File: src/rtl/ssa_ntt_seq_if.sv
// ---------------------------------------------------------------------------
// ssa_ntt_seq_if
//   Bundles the operand and result handshakes of ssa_ntt_seq.
//
//   Handshake rule (both channels): a transfer happens on a rising clk edge
//   where valid and ready are both 1. The producer holds its data stable
//   while valid is high and ready is low. The consumer may drive ready
//   without waiting for valid.
//
//   Signals
//     in_valid  : producer offers in_data / is_inv
//     in_ready  : block can accept an operand vector
//     is_inv    : 1 = inverse transform, sampled together with in_data
//     in_data   : N slots of M+1 bits, slot i = [i*(M+1) +: M+1]
//     out_valid : out_data holds a finished transform
//     out_ready : consumer accepts out_data
//     out_data  : N result slots, natural order, each < 2^M+1
//
//   Modports
//     master : operand producer / result consumer side
//     slave  : the transform block
// ---------------------------------------------------------------------------
interface ssa_ntt_seq_if #(
  parameter int LOG2N = 3,
  parameter int M     = 8
);
  localparam int N  = 1 << LOG2N;
  localparam int DW = N * (M + 1);

  logic          in_valid;
  logic          in_ready;
  logic          is_inv;
  logic [DW-1:0] in_data;
  logic          out_valid;
  logic          out_ready;
  logic [DW-1:0] out_data;

  modport master (
    output in_valid, is_inv, in_data, out_ready,
    input  in_ready, out_valid, out_data
  );

  modport slave (
    input  in_valid, is_inv, in_data, out_ready,
    output in_ready, out_valid, out_data
  );
endinterface

File: src/rtl/ssa_ntt_seq.sv
// ---------------------------------------------------------------------------
// ssa_ntt_seq
//   Sequential number-theoretic transform over the ring Z/(2^M+1), as used
//   by Schoenhage-Strassen multiplication. One radix-2 DIT butterfly is
//   computed per clock; twiddle multiplications are pure shifts because
//   every twiddle is a power of two modulo 2^M+1.
//
//   Parameters
//     LOG2N : log2 of the number of points N
//     M     : modulus is P = 2^M+1, each slot is M+1 bits; 2M must be a
//             multiple of N
//
//   Ports
//     clk       : sole clock, rising edge
//     rst_n     : synchronous active-low reset
//     bus       : ssa_ntt_seq_if.slave (operand in / result out handshake)
//     state_dbg : current FSM state (0 IDLE, 1 COMPUTE, 2 SCALE, 3 DONE)
//
//   Optional feature
//     SSA_NTT_INV_EN : when defined, is_inv selects the inverse transform
//                      (negated twiddle exponents plus a final scaling by
//                      N^-1). When undefined, is_inv is ignored and only
//                      the forward transform is built.
//
//   Timing (accepting edge = edge 0)
//     edges 1..N/2*LOG2N : one butterfly each
//     forward            : DONE entered on the last butterfly edge,
//                          out_valid rises one edge later
//     inverse            : one extra edge for the SCALE pass
// ---------------------------------------------------------------------------
module ssa_ntt_seq #(
  parameter int LOG2N = 3,
  parameter int M     = 8
) (
  input  logic            clk,
  input  logic            rst_n,
  ssa_ntt_seq_if.slave    bus,
  output logic [1:0]      state_dbg
);

  localparam int N   = 1 << LOG2N;
  localparam int W   = M + 1;
  localparam int K   = (2 * M) / N;            // exponent step of the N-th root
  localparam int IW  = LOG2N;                  // slot index width
  localparam int KW  = (LOG2N > 1) ? LOG2N - 1 : 1;
  localparam int SW  = $clog2(LOG2N + 1);
  localparam int EW  = $clog2(2 * M + 1);      // twiddle exponent width

  localparam logic [W-1:0]  P      = W'((1 << M) + 1);
  localparam logic [EW-1:0] M_E    = EW'(M);
  localparam logic [KW-1:0] K_LAST = KW'(N / 2 - 1);
  localparam logic [SW-1:0] S_LAST = SW'(LOG2N - 1);
`ifdef SSA_NTT_INV_EN
  localparam logic [EW-1:0] TWO_M  = EW'(2 * M);
  // N^-1 mod P = 2^(2M-LOG2N) because 2^(2M) = 1 mod P
  localparam logic [EW-1:0] SC_E   = EW'(2 * M - LOG2N);
`endif

  typedef enum logic [1:0] {
    ST_IDLE    = 2'd0,
    ST_COMPUTE = 2'd1,
    ST_SCALE   = 2'd2,
    ST_DONE    = 2'd3
  } state_t;

  // -------------------------------------------------------------------------
  // Modular helpers; all operands are already in [0, P-1]
  // -------------------------------------------------------------------------
  function automatic logic [W-1:0] mod_add(input logic [W-1:0] a,
                                           input logic [W-1:0] b);
    logic [W:0] s;
    s = {1'b0, a} + {1'b0, b};
    if (s >= {1'b0, P}) s = s - {1'b0, P};
    return s[W-1:0];
  endfunction

  function automatic logic [W-1:0] mod_sub(input logic [W-1:0] a,
                                           input logic [W-1:0] b);
    if (a >= b) return a - b;
    return W'({1'b0, a} + {1'b0, P} - {1'b0, b});
  endfunction

  function automatic logic [W-1:0] mod_neg(input logic [W-1:0] a);
    if (a == '0) return '0;
    return P - a;
  endfunction

  // Raw input slots may exceed P-1; one subtraction suffices for M+1 bits.
  function automatic logic [W-1:0] reduce(input logic [W-1:0] a);
    if (a >= P) return a - P;
    return a;
  endfunction

  // 2^e * b mod P for e in [0, 2M). The shifted value is split at bit M:
  // since 2^M = -1 mod P, the result is low - high. For e >= M the factor
  // 2^M is pulled out as a negation.
  function automatic logic [W-1:0] mod_pow2(input logic [W-1:0]  b,
                                            input logic [EW-1:0] e);
    logic [EW-1:0]  sh;
    logic [2*M:0]   v;
    logic [W-1:0]   r;
    sh = (e >= M_E) ? e - M_E : e;
    v  = {{M{1'b0}}, b} << sh;
    r  = mod_sub({1'b0, v[M-1:0]}, v[2*M:M]);
    if (e >= M_E) r = mod_neg(r);
    return r;
  endfunction

  function automatic logic [IW-1:0] bitrev(input logic [IW-1:0] i);
    logic [IW-1:0] r;
    for (int b = 0; b < IW; b++) r[b] = i[IW-1-b];
    return r;
  endfunction

  // -------------------------------------------------------------------------
  // State
  // -------------------------------------------------------------------------
  state_t         state_q, state_d;
  logic [W-1:0]   slot_q [N];
  logic [W-1:0]   slot_d [N];
  logic [SW-1:0]  stage_q, stage_d;            // stage s-1
  logic [KW-1:0]  k_q, k_d;                    // butterfly index in stage
  logic           out_valid_q, out_valid_d;
`ifdef SSA_NTT_INV_EN
  logic           inv_q, inv_d;
`endif

  // Butterfly addressing and twiddle
  logic [IW-1:0]  hh, jj, top_i, bot_i;
  logic [EW-1:0]  e_fwd, e_use;
  logic [W-1:0]   bf_a, bf_t;
  logic           last_bf;

  // -------------------------------------------------------------------------
  // Butterfly addressing: k = group*h + j, top = group*2h + j, bot = top + h
  // -------------------------------------------------------------------------
  always_comb begin
    hh    = IW'(1) << stage_q;
    jj    = IW'(k_q) & (hh - IW'(1));
    top_i = ((IW'(k_q) >> stage_q) << (stage_q + SW'(1))) | jj;
    bot_i = top_i | hh;
    // e = j * (N/2h) * (2M/N); j < h keeps this below M, so no mod 2M
    // reduction is ever needed on the forward exponent.
    e_fwd = EW'((32'(jj) << (LOG2N - 1 - 32'(stage_q))) * K);
`ifdef SSA_NTT_INV_EN
    e_use = (inv_q && e_fwd != '0) ? TWO_M - e_fwd : e_fwd;
`else
    e_use = e_fwd;
`endif
    bf_a    = slot_q[top_i];
    bf_t    = mod_pow2(slot_q[bot_i], e_use);
    last_bf = (stage_q == S_LAST) && (k_q == K_LAST);
  end

  // -------------------------------------------------------------------------
  // FSM: state register
  // -------------------------------------------------------------------------
  always_ff @(posedge clk) begin
    if (!rst_n) state_q <= ST_IDLE;
    else        state_q <= state_d;
  end

  // -------------------------------------------------------------------------
  // FSM: next state
  // -------------------------------------------------------------------------
  always_comb begin
    state_d = state_q;
    case (state_q)
      ST_IDLE:    if (bus.in_valid) state_d = ST_COMPUTE;
      ST_COMPUTE: if (last_bf) begin
`ifdef SSA_NTT_INV_EN
        state_d = inv_q ? ST_SCALE : ST_DONE;
`else
        state_d = ST_DONE;
`endif
      end
`ifdef SSA_NTT_INV_EN
      ST_SCALE:   state_d = ST_DONE;
`endif
      ST_DONE:    if (out_valid_q && bus.out_ready) state_d = ST_IDLE;
      default:    state_d = ST_IDLE;
    endcase
  end

  // -------------------------------------------------------------------------
  // FSM: outputs
  // -------------------------------------------------------------------------
  always_comb begin
    bus.in_ready  = (state_q == ST_IDLE);
    bus.out_valid = out_valid_q;
    state_dbg     = state_q;
    bus.out_data  = '0;
    for (int i = 0; i < N; i++) bus.out_data[i*W +: W] = slot_q[i];
  end

  // -------------------------------------------------------------------------
  // Datapath next values
  // -------------------------------------------------------------------------
  always_comb begin
    for (int i = 0; i < N; i++) slot_d[i] = slot_q[i];
    stage_d = stage_q;
    k_d     = k_q;
    // out_valid follows DONE by one edge and drops on the accepting edge.
    out_valid_d = (state_q == ST_DONE) && !(out_valid_q && bus.out_ready);
`ifdef SSA_NTT_INV_EN
    inv_d = inv_q;
`endif
    case (state_q)
      ST_IDLE: begin
        if (bus.in_valid) begin
          // Bit-reversed load makes the DIT result come out in natural order.
          for (int i = 0; i < N; i++)
            slot_d[bitrev(IW'(i))] = reduce(bus.in_data[i*W +: W]);
`ifdef SSA_NTT_INV_EN
          inv_d = bus.is_inv;
`endif
        end
      end
      ST_COMPUTE: begin
        slot_d[top_i] = mod_add(bf_a, bf_t);
        slot_d[bot_i] = mod_sub(bf_a, bf_t);
        if (k_q == K_LAST) begin
          k_d     = '0;
          stage_d = last_bf ? '0 : stage_q + SW'(1);
        end else begin
          k_d = k_q + KW'(1);
        end
      end
`ifdef SSA_NTT_INV_EN
      ST_SCALE: begin
        for (int i = 0; i < N; i++) slot_d[i] = mod_pow2(slot_q[i], SC_E);
      end
`endif
      default: ;
    endcase
  end

  // -------------------------------------------------------------------------
  // Datapath registers
  // -------------------------------------------------------------------------
  always_ff @(posedge clk) begin
    if (!rst_n) begin
      for (int i = 0; i < N; i++) slot_q[i] <= '0;
      stage_q     <= '0;
      k_q         <= '0;
      out_valid_q <= 1'b0;
`ifdef SSA_NTT_INV_EN
      inv_q       <= 1'b0;
`endif
    end else begin
      for (int i = 0; i < N; i++) slot_q[i] <= slot_d[i];
      stage_q     <= stage_d;
      k_q         <= k_d;
      out_valid_q <= out_valid_d;
`ifdef SSA_NTT_INV_EN
      inv_q       <= inv_d;
`endif
    end
  end

endmodule

File: src/flat_wrapper.sv
// flat-port wrapper written by rule: the top's interface ports become plain ports
module ssa_ntt_seq_flat 
#(
  parameter int LOG2N = 3,
  parameter int M     = 8
)
  (clk, rst_n, state_dbg, bus_in_valid, bus_is_inv, bus_in_data, bus_out_ready, bus_in_ready, bus_out_valid, bus_out_data);
  ssa_ntt_seq_if #(.LOG2N(LOG2N), .M(M)) bus_i ();
  input  logic clk;
  input  logic rst_n;
  output logic [1:0] state_dbg;
  input wire logic [$bits(bus_i.in_valid)-1:0] bus_in_valid;
  input wire logic [$bits(bus_i.is_inv)-1:0] bus_is_inv;
  input wire logic [$bits(bus_i.in_data)-1:0] bus_in_data;
  input wire logic [$bits(bus_i.out_ready)-1:0] bus_out_ready;
  output wire logic [$bits(bus_i.in_ready)-1:0] bus_in_ready;
  output wire logic [$bits(bus_i.out_valid)-1:0] bus_out_valid;
  output wire logic [$bits(bus_i.out_data)-1:0] bus_out_data;
  assign bus_i.in_valid = bus_in_valid;
  assign bus_i.is_inv = bus_is_inv;
  assign bus_i.in_data = bus_in_data;
  assign bus_i.out_ready = bus_out_ready;
  assign bus_in_ready = bus_i.in_ready;
  assign bus_out_valid = bus_i.out_valid;
  assign bus_out_data = bus_i.out_data;
  ssa_ntt_seq #(.LOG2N(LOG2N), .M(M)) u_core (.clk(clk), .rst_n(rst_n), .bus(bus_i), .state_dbg(state_dbg));
endmodule
File: config.mk
export PLATFORM = sky130hd
export DESIGN_NAME = ssa_ntt_seq_flat
export DESIGN_NICKNAME = d
export VERILOG_FILES = /design/src/rtl/ssa_ntt_seq_if.sv /design/src/rtl/ssa_ntt_seq.sv /design/src/flat_wrapper.sv
export SDC_FILE = /design/constraint.sdc
export NUM_CORES = 1
export LEC_CHECK = 0
export CELL_PAD_IN_SITES_DETAIL_PLACEMENT = 0
export CELL_PAD_IN_SITES_GLOBAL_PLACEMENT = 1
export CORE_MARGIN = 2
export CORE_UTILIZATION = 41
export CTS_CLUSTER_DIAMETER = 50
export DETAILED_ROUTE_END_ITERATION = 8
export PLACE_DENSITY_LB_ADDON = 0.1
export RECOVER_POWER = 50
export SLEW_MARGIN = 20
export SYNTH_ARGS = -nofsm -noshare
export SYNTH_HDL_FRONTEND = slang
export SYNTH_SLANG_ARGS = --single-unit
File: constraint.sdc
create_clock -name clk -period 9.6 [get_ports clk]
set_input_delay 1.44 -clock clk [delete_from_list [all_inputs] [get_ports clk]]
set_output_delay 1.44 -clock clk [all_outputs]
set_load 0.05 [all_outputs]
After elaboration in Yosys (flattened, before gate mapping)
Memory sizes are Yosys's and may differ from the RTL's.
Cells that the tools add are included.
{"block": "op_classes", "addsub": 22, "order_cmp": 16, "eq_ne": 7, "shift": 5, "mux": 80, "bitwise_logic": 13, "reduce_logical": 10}
{"cell": "$mux 9", "n": 36}
{"cell": "$bwmux 72", "n": 2}
{"cell": "$pmux 72 s2", "n": 1}
{"cell": "$sub 9x9->9 const B", "n": 9}
{"cell": "$ge 9x9->1 const B", "n": 8}
{"cell": "$mux 72", "n": 1}
{"cell": "$demux 9 s3", "n": 2}
{"cell": "$shl 3x32->4", "n": 1}
{"cell": "$mux 1", "n": 31}
{"cell": "$sub 9x9->9", "n": 3}
{"cell": "$shl 9x5->17", "n": 1}
{"cell": "$add 9x9->10", "n": 1}
{"cell": "$ge 10x9->1 const B", "n": 1}
{"cell": "$mux 2", "n": 5}
{"cell": "$add 8x9->9 const B", "n": 1}
{"cell": "$add 9x9->9 const B", "n": 1}
{"cell": "$ge 8x9->1", "n": 1}
{"cell": "$ge 9x9->1", "n": 1}
{"cell": "$logic_not 9->1", "n": 1}
{"cell": "$sub 8x9->9", "n": 1}
{"cell": "$sub 9x9->9 const A", "n": 1}
{"cell": "$ge 4x4->1 const B", "n": 2}
{"cell": "$lt 4x1->1 const B", "n": 2}
{"cell": "$not 3->4", "n": 2}
{"cell": "22 further kinds", "n": 38}
{"block": "word_totals", "regBits": 7, "ramBits": 72, "in_bits": 77, "output_inout_bits": 76, "elab_cells": 158, "mem_count": 1}
{"name": "u_core.slot_q", "words": 8, "width": 9, "read_ports": 10, "rd_clocked_by_memory_dff": 0, "wr": 8, "line": "ssa_ntt_seq.sv:119", "source": "logic [W-1:0] slot_q [N];"}

Logic depth before layout (Yosys ltp)
Gate-level depths: netlist of run 1.
{"block": "logic_depth", "ltp_word": 23, "mapped_depth": 45, "ltp_nobuf": 40}

Least setup slack after synthesis of run 1
No wires, ideal clock.
{"block": "synth_path", "kind": "register to register", "from": "reg u_core.stage_q[0]", "to": "mem u_core.slot_q[2][7] in the netlist's numbering", "setup_time_ns": 0.087, "arrival_time_ns": 8.612, "required_time_ns": 9.513, "setup_slack_ns": 0.901, "path_stages_with_launch": 41, "n_path_buf": 5, "synth_period_minus_slack_ns": 8.699, "path_cell_list": "dfxtp_1 buf_4 inv_1 ha_1 buf_2 nor4b_4 nor3_1 clkbuf_1 clkbuf_1 nand2_1 nand3_1 o21ai_0 a21oi_1 mux2i_1 o22a_1 ha_1 and2_1 nand4_1 [... 5 more ...] nor2_1 a21oi_1 ha_1 nand3b_1 a21oi_1 a41oi_1 nand4_1 o211a_1 ha_1 nor2_1 a211o_1 nor3b_1 nor4b_2 a22oi_2 nor4b_1 xor2_1 a21oi_1 o31ai_1"}
{"item": "start: declaration", "line": "ssa_ntt_seq.sv:121", "source": "logic [SW-1:0] stage_q, stage_d;"}
{"item": "start signal: assignment", "line": "ssa_ntt_seq.sv:252", "source": "stage_q <= stage_d;"}
{"item": "end: declaration", "line": "ssa_ntt_seq.sv:119"}

==> run summary, run 1 <==
run status: completed
f_max: 0.1108 GHz
slowest cell on the critical path: nor4b_4
Max-Cap Viols: 0
final hold viol count: 0
Tot GR Track Use: 30.94%
antenna cell count: 0
Seq/Total Area, Yosys: 16.15%
DR vias: 11310
Cell Rows: 56
TritonRoute pass-1 iters: 5
Setup Skew: 0.008250 ns
root buffer cell: clkbuf_16
final setup vio count: 0
proportion of layout cells with a drive suffix above 1: 8.905%
hold path startpoint: u_core.bus.out_valid
Routed Antenna Nets: 0
DRC: 0
I/O Buffers: 151
Area Growth Syn to Fin: 26.57%
worst r2r src: u_core.stage_q[1]
# IOs: 153
ranking of synthesized cells by area: dfxtp_1 16%, ha_1 8.7%, nand2_1 5.0%, nor2_1 4.7%, xnor2_1 4.6%
worst path arrival time: 9.27 ns
Slew Limit Headroom: 27.92%
clk_lat worst skew: 0.36 ns
crit share post-route: 94.04%
CP Capture Type: flop
Detailed Route Iter0 Violations: 924
Worst setup startpoint: u_core.stage_q[1]
clock-pin slew on the worst setup and hold paths: 0.06 ns
Die ar.: 25140 µm²
Post-synth EDFFs: 0
# hold bufs at CTS: 0
peak fanout along the critical path: 25
Synth Instances: 1342
Sum Neg Setup Slack: 0 ns
area share of the largest cell type after synthesis: 16.15%
Worst Tran Pin Value: 1.076 ns
CTS tree: done
GRT overflow: 0
Post-Syn Nets: 1503
core area: 23470 µm²
die extent in x: 158.6 µm
Die Ht: 158.6 µm
vias in the first global route: 10480
detailed placement HPWL: 29.96 mm
synth unique cells: 84
initial antenna violation count: 0
Crit Path Class: flop to flop
final WL: 39.53 mm
first-pass GRT wire length: 59.54 mm
Max clock buf depth: 2
Initial Util: 41.72%
flops & latches, synth: 79
drt wl/cell: 21.54 µm
Slew Viols, Final: 0
fin nets: 1672
CTS sink count: 79
warnings from Yosys: 0
fin crit period: 9.028 ns
Largest stage delay, worst path: 0.48 ns
Post-Syn Area: 9793 µm²
top_reg_cell synth: dfxtp_1
total CTS buffers: 9
Synth top cells by count: 130 x nand2_1, 123 x nor2_1, 84 x a21oi_1
Synth Area per Inst: 7.297 µm²
RD Place Congestion: 0.9736
Async SR Flop Fraction: 0%
CP required: 9.84 ns
top-count cell post-synth: nand2_1
Synth area leader: dfxtp_1
Via density: 6.161
Hold Crit Class: flop to flop
pin count of the biggest net entering global routing: 84
critical path startpoint category: flop
H-tree Lvls: 3
most used cell along the critical path: ha_1
[critical path: cells and delay by family, from the launching register on]
kind                       cells  cell delay, ns
and+or+nand+nor               13            2.96
xor gates and xnor gates       2            0.32
muxes                          1            0.23
AOI/OAI and AO/OA              9            2.13
buffers and inverters          6            0.84
DFF                            1            0.44
adders and majority gates      7            1.97
[path summary, 6_finish.rpt]
path	to	slack, ns	cells after the start
worst max register to register	u_core.slot_q[3][5]	0.57	38
worst min-delay path	u_core.bus.out_valid	0.47	1
worst min register to register	u_core.bus.out_valid	0.47	1
worst max-delay path	u_core.slot_q[3][5]	0.57	38
[metrics by stage]
stage	hold slack [ns]	cells	instance area (µm²)	setup slack [ns]	utilization, %
floorplan	0.5164	1342	9793	0.9014	-
global placement	0.4451	1810	11950	0.3289	50.90
detailed placement	0.4518	1810	11960	0.1846	50.93
CTS	0.4667	1826	12250	0.1333	52.21
global route	0.5075	1835	12400	-0.008769	52.81
finish	0.4657	1835	12400	0.5724	52.81
[area by class of cell]
cell class	count	area, µm²
inverter	80	300.3
multi-input combinational	1119	7750
timing repair buffer	222	2064
clock inverter	5	56.30
clock buffer	11	242.7
fill	2379	11080
tap	319	399.1
sequential	79	1583
[cell usage in the layout (no fill, tap or decap), types with 46 or more instances in the layout]
cell	instances
nand2_1	129
nor2_1	123
a21oi_1	81
clkdlybuf4s50_1	80
inv_1	79
dfxtp_1	78
nand3_1	74
dlygate4sd3_1	70
buf_4	69
ha_1	67
nor3_1	52
xnor2_1	51
xor2_1	46
[repair_timing]
| item | 4_1_cts | 5_1_grt |
|---|---|---|
| setup buffers | 0 | 8 |
| setup endpoints to repair | 0 | 72 |
| resized for setup | 0 | 14 |
[routing by layer]
metal / vias up / global-route usage (%) / part of all wire [%]
li1: 5383 / - / -
met1: 5400 / 40.57 / 43
met2: 449 / 51.29 / 47
met3: 74 / 5.906 / 7.2
met4: 0 / 9.610 / 2.7
met5: - / 0 / 0
[registers in the layout (all words and copies together) (netlist names)]
signal,cells
u_core.bus.out_valid,1
u_core.k_q,2
u_core.slot_q,72
u_core.state_dbg,2
u_core.stage_q,2
[kinds of logic (layout without fill, tap and decap cells)]
kind of cell / count (synthesis) / count (layout) / share of synthesized area, %
muxes: 18 / 18 / 1.840
and+or+nand+nor: 496 / 497 / 24.56
xor gates and xnor gates: 98 / 98 / 8.765
DFF: 79 / 79 / 16.15
AOI/OAI and AO/OA: 422 / 422 / 30.97
buffers and inverters: 145 / 318 / 5.762
adders and majority gates: 84 / 84 / 11.96
Power of run 1 is left out: the tool's default activity adds up to more than one toggle a clock period on the data nets, which glitch-free logic cannot reach.
==> run 2, diff against run 1 <==
CORE_UTILIZATION = 48   (was 41)
DONT_BUFFER_PORTS = 1   (was unset)
==> run summary, run 2 (synthesis gave the netlist of run 1 again) <==
slowest cell on the critical path: or4_1 (was nor4b_4)
clk_lat worst skew: 0.37 ns (was 0.36 ns)
Die Ht: 146.8 µm (was 158.6 µm)
H-tree Lvls: 3 (unchanged)
hold path startpoint: u_core.k_q[1] (was u_core.bus.out_valid)
RD Place Congestion: 0.9987 (was 0.9736)
Tot GR Track Use: 33.45% (was 30.94%)
final std cells w/o fill: 1632 (was 1835)
run status: finished, violations left (was completed)
final WL: 37.09 mm (was 39.53 mm)
Detailed Route Iter0 Violations: 1140 (was 924)
CP Capture Type: flop (unchanged)
proportion of layout cells with a drive suffix above 1: 8.590% (was 8.905%)
WHS Path Cells: 2 (was 1)
reg-to-reg critical path endpoint: u_core.slot_q[1][4] (was u_core.slot_q[3][5])
clock-pin slew on the worst setup and hold paths: 0.06 ns (about the same)
r2r worst-path depth: 40 (was 38)
Crit Path Class: flop to flop (unchanged)
Post-Place Cells: 1609 (was 1810)
Slew Limit Headroom: -78.86% (was 27.92%)
GRT overflow: 0 (unchanged)
antenna cell count: 0 (unchanged)
core area: 20100 µm² (was 23470 µm²)
most used cell along the critical path: buf_4 (was ha_1)
Most flops, register: u_core.slot_q (unchanged)
Worst path depth: 40 (was 38)
CTS tree: done (unchanged)
Hold Worst Slack: 0.5779 ns (was 0.4657 ns)
Max-Cap Viols: 2 (was 0)
worst r2r src: u_core.stage_q[0] (was u_core.stage_q[1])
DRC: 0 (unchanged)
Via density: 6.604 (was 6.161)
Routed Antenna Nets: 0 (unchanged)
final setup vio count: 0 (unchanged)
most common cell after layout, fill and taps aside: nand2_1 (unchanged)
drt wl/cell: 22.72 µm (was 21.54 µm)
Area Growth Syn to Fin: 10.30% (was 26.57%)
detailed placement HPWL: 28.04 mm (was 29.96 mm)
DR vias: 10780 (was 11310)
root buffer cell: clkbuf_16 (unchanged)
Slew Viols, Final: 77 (was 0)
Die ar.: 21560 µm² (was 25140 µm²)
reg2reg setup slack: 0.55 ns (was 0.57 ns)
# IOs: 153 (unchanged)
die extent in x: 146.8 µm (was 158.6 µm)
f_max: 0.1105 GHz (was 0.1108 GHz)
Cell Rows: 52 (was 56)
I/O Buffers: 0 (was 151)
fin nets: 1518 (was 1672)
pin count of the biggest net entering global routing: 84 (unchanged)
worst path arrival time: 9.30 ns (was 9.27 ns)
TritonRoute pass-1 iters: 9 (was 5)
CTS sink count: 79 (unchanged)
Hold Crit Class: flop to flop (unchanged)
max reg flops: 72 (unchanged)
CP required: 9.85 ns (was 9.84 ns)
total CTS buffers: 9 (unchanged)
Initial Util: 48.71% (was 41.72%)
worst path bufs/invs: 6 (unchanged)
crit share post-route: 94.28% (was 94.04%)
most frequent cells in the layout: 129 x nand2_1, 122 x nor2_1, 79 x inv_1, 79 x dfxtp_1, 78 x a21oi_1 (was 129 x nand2_1, 123 x nor2_1, 81 x a21oi_1, 80 x clkdlybuf4s50_1, 79 x inv_1)
Setup Skew: 0.006934 ns (was 0.008250 ns)
delay-heaviest family, CP: simple AND/OR/NAND/NOR gates (unchanged)
vias in the first global route: 10120 (was 10480)
first-pass GRT wire length: 56.48 mm (was 59.54 mm)
Largest stage delay, worst path: 0.68 ns (was 0.48 ns)
Max clock buf depth: 2 (unchanged)
hold path endpoint: u_core.k_q[1] (was u_core.bus.out_valid)
failing checks: capacitance limit, slew limit
fin crit period: 9.050 ns (was 9.028 ns)
final hold viol count: 0 (unchanged)
Worst Tran Pin Value: 2.683 ns (was 1.076 ns)
peak fanout along the critical path: 15 (was 25)
critical path startpoint category: flop (unchanged)
initial antenna violation count: 0 (unchanged)
-- run 2: cell types whose count changed in the layout (fill, tap and decap cells not counted), sizes merged --
cell and change:
inv -1, clkbuf +26, clkdlybuf4s50 -80, buf -28
bufinv +1, dlygate4sd3 -70, clkinv -2
-- run 2: area by class of cell --
| cell class | instances | area (µm²) |
|---|---|---|
| sequential | 79 | 1582 |
| clock buffer | 13 | 260.3 |
| multi-input combinational | 1119 | 7829 |
| inverter | 80 | 304.0 |
| timing repair buffer | 68 | 424.2 |
| tap | 270 | 337.8 |
| clock inverter | 3 | 65.06 |
| fill | 2072 | 9303 |
-- run 2: worst reg2reg max path: cells and delay by family, from the launching register on --
kind	cells	cell delay, ns
flops	1	0.33
xor+xnor	2	0.24
compound gates	12	2.60
simple gates	16	3.19
buf+inv	6	1.15
fa+ha+maj	4	1.41
-- run 2: what timing repair did --
action | 4_1_cts | 5_1_grt
hold endpoints to repair | 0 | 0
pin swaps | 0 | 5
hold buffers | 0 | 0
cloned | 0 | 1
endpoints found under the setup margin | 8 | 71
setup buffers | 0 | 6
resized for setup | 2 | 25
-- run 2: worst max-delay path by stage --
stage                      start                  end  slack, ns
6_report       u_core.stage_q[0]  u_core.slot_q[1][4]       0.55
5_1_grt        u_core.stage_q[0]  u_core.slot_q[5][4]      -0.03
4_1_cts        u_core.stage_q[0]  u_core.slot_q[2][7]       0.05
3_5_place_dp   u_core.stage_q[0]  u_core.slot_q[6][0]      -0.03
3_3_place_gp   u_core.stage_q[0]  u_core.slot_q[4][0]       0.11
2_1_floorplan  u_core.stage_q[0]  u_core.slot_q[2][7]       0.90
-- run 2: metal layers --
metal	up-vias	wire length (µm)	track usage [%]
li1	5066	-	-
met1	5082	15210	43.30
met2	522	16920	54.32
met3	108	3394	6.739
met4	0	1553	14.22
met5	-	0	0
-- run 2: per-stage QoR --
step / util [%] / TNS [ns] / area, µm² / setup WS (ns)
2_1_floorplan: - / 0 / 9793 / 0.9014
3_3_place_gp: 51.47 / 0 / 10350 / 0.1106
3_5_place_dp: 51.51 / -0.06460 / 10350 / -0.03045
4_1_cts: 53.18 / 0 / 10690 / 0.05159
5_1_grt: 53.73 / -0.03978 / 10800 / -0.02909
6_report: 53.73 / 0 / 10800 / 0.5496
Power of run 2 is left out for the same reason.
==> run 3, diff against run 2 <==
HOLD_SLACK_MARGIN = 0.12   (was unset)
MAX_ROUTING_LAYER = met4   (was unset)
==> run summary, run 3 (synthesis gave the netlist of run 1 again) <==
peak fanout along the critical path: 21 (was 15)
Crit Path Class: flop to flop (unchanged)
Slew Viols, Final: 109 (was 77)
max reg flops: 72 (unchanged)
initial antenna violation count: 0 (unchanged)
CP required: 9.87 ns (was 9.85 ns)
f_max: 0.1115 GHz (was 0.1105 GHz)
antenna cell count: 0 (unchanged)
crit share post-route: 93.40% (was 94.28%)
final setup vio count: 0 (unchanged)
Initial Util: 48.71% (unchanged)
failing checks: capacitance limit, slew limit (unchanged)
Setup Skew: 0.006821 ns (was 0.006934 ns)
most used cell along the critical path: ha_1 (was buf_4)
Finished Cell Area: 10720 µm² (was 10800 µm²)
total CTS buffers: 9 (unchanged)
final WL: 37.21 mm (was 37.09 mm)
Detailed Route Iter0 Violations: 1004 (was 1140)
Die Ht: 146.8 µm (unchanged)
TritonRoute pass-1 iters: 6 (was 9)
Tot GR Track Use: 34.95% (was 33.45%)
Worst Tran Pin Value: 2.735 ns (was 2.683 ns)
first-pass GRT wire length: 57.50 mm (was 56.48 mm)
multi-input logic area: 7780 µm² (was 7829 µm²)
I/O Buffers: 0 (unchanged)
clock-pin slew on the worst setup and hold paths: 0.06 ns (about the same)
# IOs: 153 (unchanged)
Area Growth Syn to Fin: 9.416% (was 10.30%)
Via density: 6.537 (was 6.604)
most common cell after layout, fill and taps aside: nand2_1 (unchanged)
Max-Cap Viols: 3 (was 2)
vias in the first global route: 10040 (was 10120)
DR vias: 10610 (was 10780)
Largest stage delay, worst path: 0.66 ns (was 0.68 ns)
CTS sink count: 79 (unchanged)
clk_lat worst skew: 0.36 ns (was 0.37 ns)
fin crit period: 8.967 ns (was 9.050 ns)
Fillers: 2052 (was 2072)
detailed placement HPWL: 28.19 mm (was 28.04 mm)
fin nets: 1509 (was 1518)
drt wl/cell: 22.93 µm (was 22.72 µm)
Routed Antenna Nets: 0 (unchanged)
Cell Rows: 52 (unchanged)
proportion of layout cells with a drive suffix above 1: 8.426% (was 8.590%)
pin count of the biggest net entering global routing: 84 (unchanged)
Hold Crit Class: flop to flop (unchanged)
Die ar.: 21560 µm² (unchanged)
worst path arrival time: 9.23 ns (was 9.30 ns)
DRC: 0 (unchanged)
Most flops, register: u_core.slot_q (unchanged)
CTS tree: done (unchanged)
reg2reg setup slack: 0.63 ns (was 0.55 ns)
root buffer cell: clkbuf_16 (unchanged)
Max clock buf depth: 2 (unchanged)
run status: finished, violations left (unchanged)
CP Capture Type: flop (unchanged)
Sum Neg Setup Slack: 0 ns (unchanged)
core area: 20100 µm² (unchanged)
RD Place Congestion: 0.9824 (was 0.9987)
most frequent cells in the layout: 129 x nand2_1, 123 x nor2_1, 80 x a21oi_1, 79 x inv_1, 79 x dfxtp_1 (was 129 x nand2_1, 122 x nor2_1, 79 x inv_1, 79 x dfxtp_1, 78 x a21oi_1)
die extent in x: 146.8 µm (unchanged)
H-tree Lvls: 3 (unchanged)
slowest cell on the critical path: or4_1 (unchanged)
final hold viol count: 0 (unchanged)
critical path startpoint category: flop (unchanged)
Slew Limit Headroom: -82.30% (was -78.86%)
GRT overflow: 0 (unchanged)
Post-Place Cell Area: 10310 µm² (was 10350 µm²)
Reg area: 1582 µm² (unchanged)
-- run 3: metrics by stage --
stage | std cells | hold WS, ns | worst slack [ns] | utilization [%]
6_report | 1623 | 0.5904 | 0.6335 | 53.30
5_1_grt | 1623 | 0.6382 | -0.02424 | 53.30
4_1_cts | 1620 | 0.5751 | 0.3698 | 52.83
3_5_place_dp | 1604 | 0.5621 | 0.4051 | 51.31
3_3_place_gp | 1604 | 0.5621 | 0.4656 | 51.28
2_1_floorplan | 1342 | 0.5164 | 0.9014 | -
-- run 3: critical path: cells and delay by family, from the launching register on --
kind,cells,cell delay [ns]
buf+inv,5,0.95
compound gates,12,2.94
simple gates,8,2.17
flops,1,0.33
xor+xnor,3,0.46
fa+ha+maj,6,2.04
-- run 3: timing repair --
action,in CTS,in global routing
buffers inserted,0,2
endpoints found under the setup margin,0,65
hold buffers,0,0
hold endpoints to repair,0,0
gates resized for setup,0,19
-- run 3: final timing paths --
kind | from | endpoint | cells past startpoint
max | u_core.stage_q[0] | u_core.slot_q[2][5] | 34
max reg2reg | u_core.stage_q[0] | u_core.slot_q[2][5] | 34
min | u_core.k_q[1] | u_core.k_q[1] | 2
min reg2reg | u_core.k_q[1] | u_core.k_q[1] | 2
-- run 3: area by class of cell --
type	instances	share of cell area, %
inverters	80	2.802
flip-flops and latches	79	14.76
well taps	270	3.153
multi-input cells	1119	72.61
clock buffers	12	2.207
clock inverters	4	0.6539
repair buffers	59	3.818
-- run 3: layer usage --
metal	track usage (%)	vias up	wire (µm)
met5	-	-	0
met4	11.80	0	1194
met3	5.901	69	2986
met2	56.20	459	17480
met1	44.67	5033	15550
li1	-	5048	-
Power of run 3 is left out for the same reason.
==> edit (settings of run 2) <==
Register the output `state_dbg`, cleared by the reset; this adds one clock of latency there. The other outputs are not delayed to match.
--- a/src/rtl/ssa_ntt_seq.sv
+++ b/src/rtl/ssa_ntt_seq.sv
@@ -63,6 +63,8 @@
     ST_DONE    = 2'd3
   } state_t;
 
+  logic [1:0] state_dbg_d;
+
   // -------------------------------------------------------------------------
   // Modular helpers; all operands are already in [0, P-1]
   // -------------------------------------------------------------------------
@@ -188,7 +190,7 @@
   always_comb begin
     bus.in_ready  = (state_q == ST_IDLE);
     bus.out_valid = out_valid_q;
-    state_dbg     = state_q;
+    state_dbg_d   = state_q;
     bus.out_data  = '0;
     for (int i = 0; i < N; i++) bus.out_data[i*W +: W] = slot_q[i];
   end
@@ -258,5 +260,13 @@
     end
   end
 
+  always_ff @(posedge clk) begin
+    if (!rst_n) begin
+      state_dbg <= '0;
+    end else begin
+      state_dbg <= state_dbg_d;
+    end
+  end
+
 endmodule
 
Check against the original RTL: not equivalent (Yosys sat finds a counterexample within 4 cycles, from zero or initial values and one cycle with rst_n low).
==> edit against run 2 <==
  * Synthesized area fell by 3.7%
  * Clock skew rose by 1.1 ps
  * Sequential cell count increased by 2
  * Critical endpoint is now u_core.slot_q[1][8]
  * Die area shrank 3.6%
  * Final area increased by 1.7%
  * Setup slack better by 150 ps
  * Routed wire length grew 2.7%
Power is left out: the tool's default activity adds up to more than one toggle a clock period on the data nets, which glitch-free logic cannot reach.
==> edit: results (changes against run 2) <==
[timing]
slew_headroom_pct=11.2  ; +90 points
fmax_mhz=112  ; +1.7%
fin_skew_ps=8.05  ; +1.12 ps

[detailed_routing]
first_pass_iters=6  ; -3
wl_per_cell_um=23.0  ; +1.3%
vias_per_cell=6.47  ; -2.0%
drtIter0Drc=856  ; -25%

[cells_and_area]
drive_above_1_share_pct=12.2  ; +3.6 points
regMostFlops=u_core.slot_q

[placed_design]
dp_hpwl_um=29800  ; +6.1%
gp_congestion=1.01  ; +0.79%
portBuffers=0  ; unchanged
place_ws_ps=321  ; +351 ps

[global_route]
grt_pass1_vias=9961  ; -1.6%
grt_max_degree=60  ; -29%
grt_pass1_wl_um=56900  ; +0.71%
grt_use_total_pct=36.1  ; +2.6 points

[synth]
synth.distinct_cells=71  ; -15%
synth_common_cells=nand2_1, a21oi_1, nor2_1
synth_fp_nets=1456  ; -3.1%
ys_top_cells_by_area=dfxtp_1, ha_1, a21oi_1
seq_area_frac_synth_pct=17.2  ; +1.0 points

[clocking]
root_buffer=clkbuf_16
numCtsBuffers=9  ; unchanged

[critical_path]
cpMaxStageDelayCell=or4b_1
critPathKind=reg2reg
arrival_ps=9090  ; -210 ps
rr_startpoint=u_core.stage_q[1]
crit_family=compound AO/OA/AOI/OAI gates
cp_max_fo=9  ; -6
ff2ff_setup_slack_ps=700  ; +150 ps
slowest_delay_ps=560  ; -120 ps

[worst_hold_path]
hp-start=u_core.stage_q[1]

[run_status]
outcome=complete, no violations

==> edit: changes by cell type after synthesis, sizes merged, moves of 6 or more <==
cell / run 2 / this run
a221oi: 45 / 34
a31oi: 14 / 28
o22ai: 42 / 68
xnor2: 51 / 57
nand2: 130 / 121
a21oi: 85 / 101
mux2i: 18 / 12
nor3: 55 / 77
o211ai: 39 / 24
nand3: 74 / 45
a211oi: 6 / 12
nor2: 125 / 98
o221ai: 37 / 20
==> edit: area by class of cell <==
| type | instances | area, um^2 |
|---|---|---|
| fillers | 2024 | 8420 |
| multi-input cells | 1078 | 7340 |
| flip-flops and latches | 81 | 1620 |
| repair buffers | 140 | 1120 |
| well taps | 265 | 332 |
| inverters | 75 | 282 |
| clock buffers | 9 | 225 |
| clock inverters | 6 | 60.1 |
==> edit: kinds of logic after synthesis <==
kind of cell	share of synthesized area [%]
fa+ha+maj	12.4
mux	1.51
xor+xnor	9.65
compound gates	30.9
buf+inv	5.60
simple gates	22.8
flops	17.2
==> edit: worst register-to-register path, delay by kind of cell, from the launching register on <==
| family | cells | cell delay [ps] |
|---|---|---|
| AND/OR/NAND/NOR | 9 | 1620 |
| buffers and inverters | 8 | 1160 |
| multiplexers | 1 | 90 |
| AO/OA/AOI/OAI | 17 | 3460 |
| adder cells (fa/ha/maj) | 5 | 1700 |
| flip-flops | 1 | 410 |
| XOR/XNOR | 2 | 290 |
==> edit: worst paths after layout <==
path / endpoint / depth (start not counted)
max: u_core.slot_q[1][8] / 42
min: u_core.stage_q[1] / 2
max reg2reg: u_core.slot_q[1][8] / 42
min reg2reg: u_core.stage_q[1] / 2
==> edit: per-layer routing <==
metal	GRT usage, %	wire length, um	share of wire [%]	vias up
met5	0	0	0	-
met3	8.84	3630	9.5	118
met1	44.2	14900	39	5036
met4	17.6	1980	5.2	0
met2	59.3	17600	46	506
li1	-	-	-	5045
==> edit: timing repair <==
action | CTS | global route
gates resized for setup | 0 | 3
setup endpoints to repair | 0 | 25
hold buffers | 0 | 0
==> edit: stage by stage <==
step | instance area (um^2) | hold slack (ps) | std cells
after floorplan | 9430 | 523 | 1295
after detailed placement | 10700 | 589 | 1639
after CTS | 11000 | 599 | 1654
after global placement | 10700 | 583 | 1639
final | 11000 | 575 | 1654
after global routing | 11000 | 641 | 1654
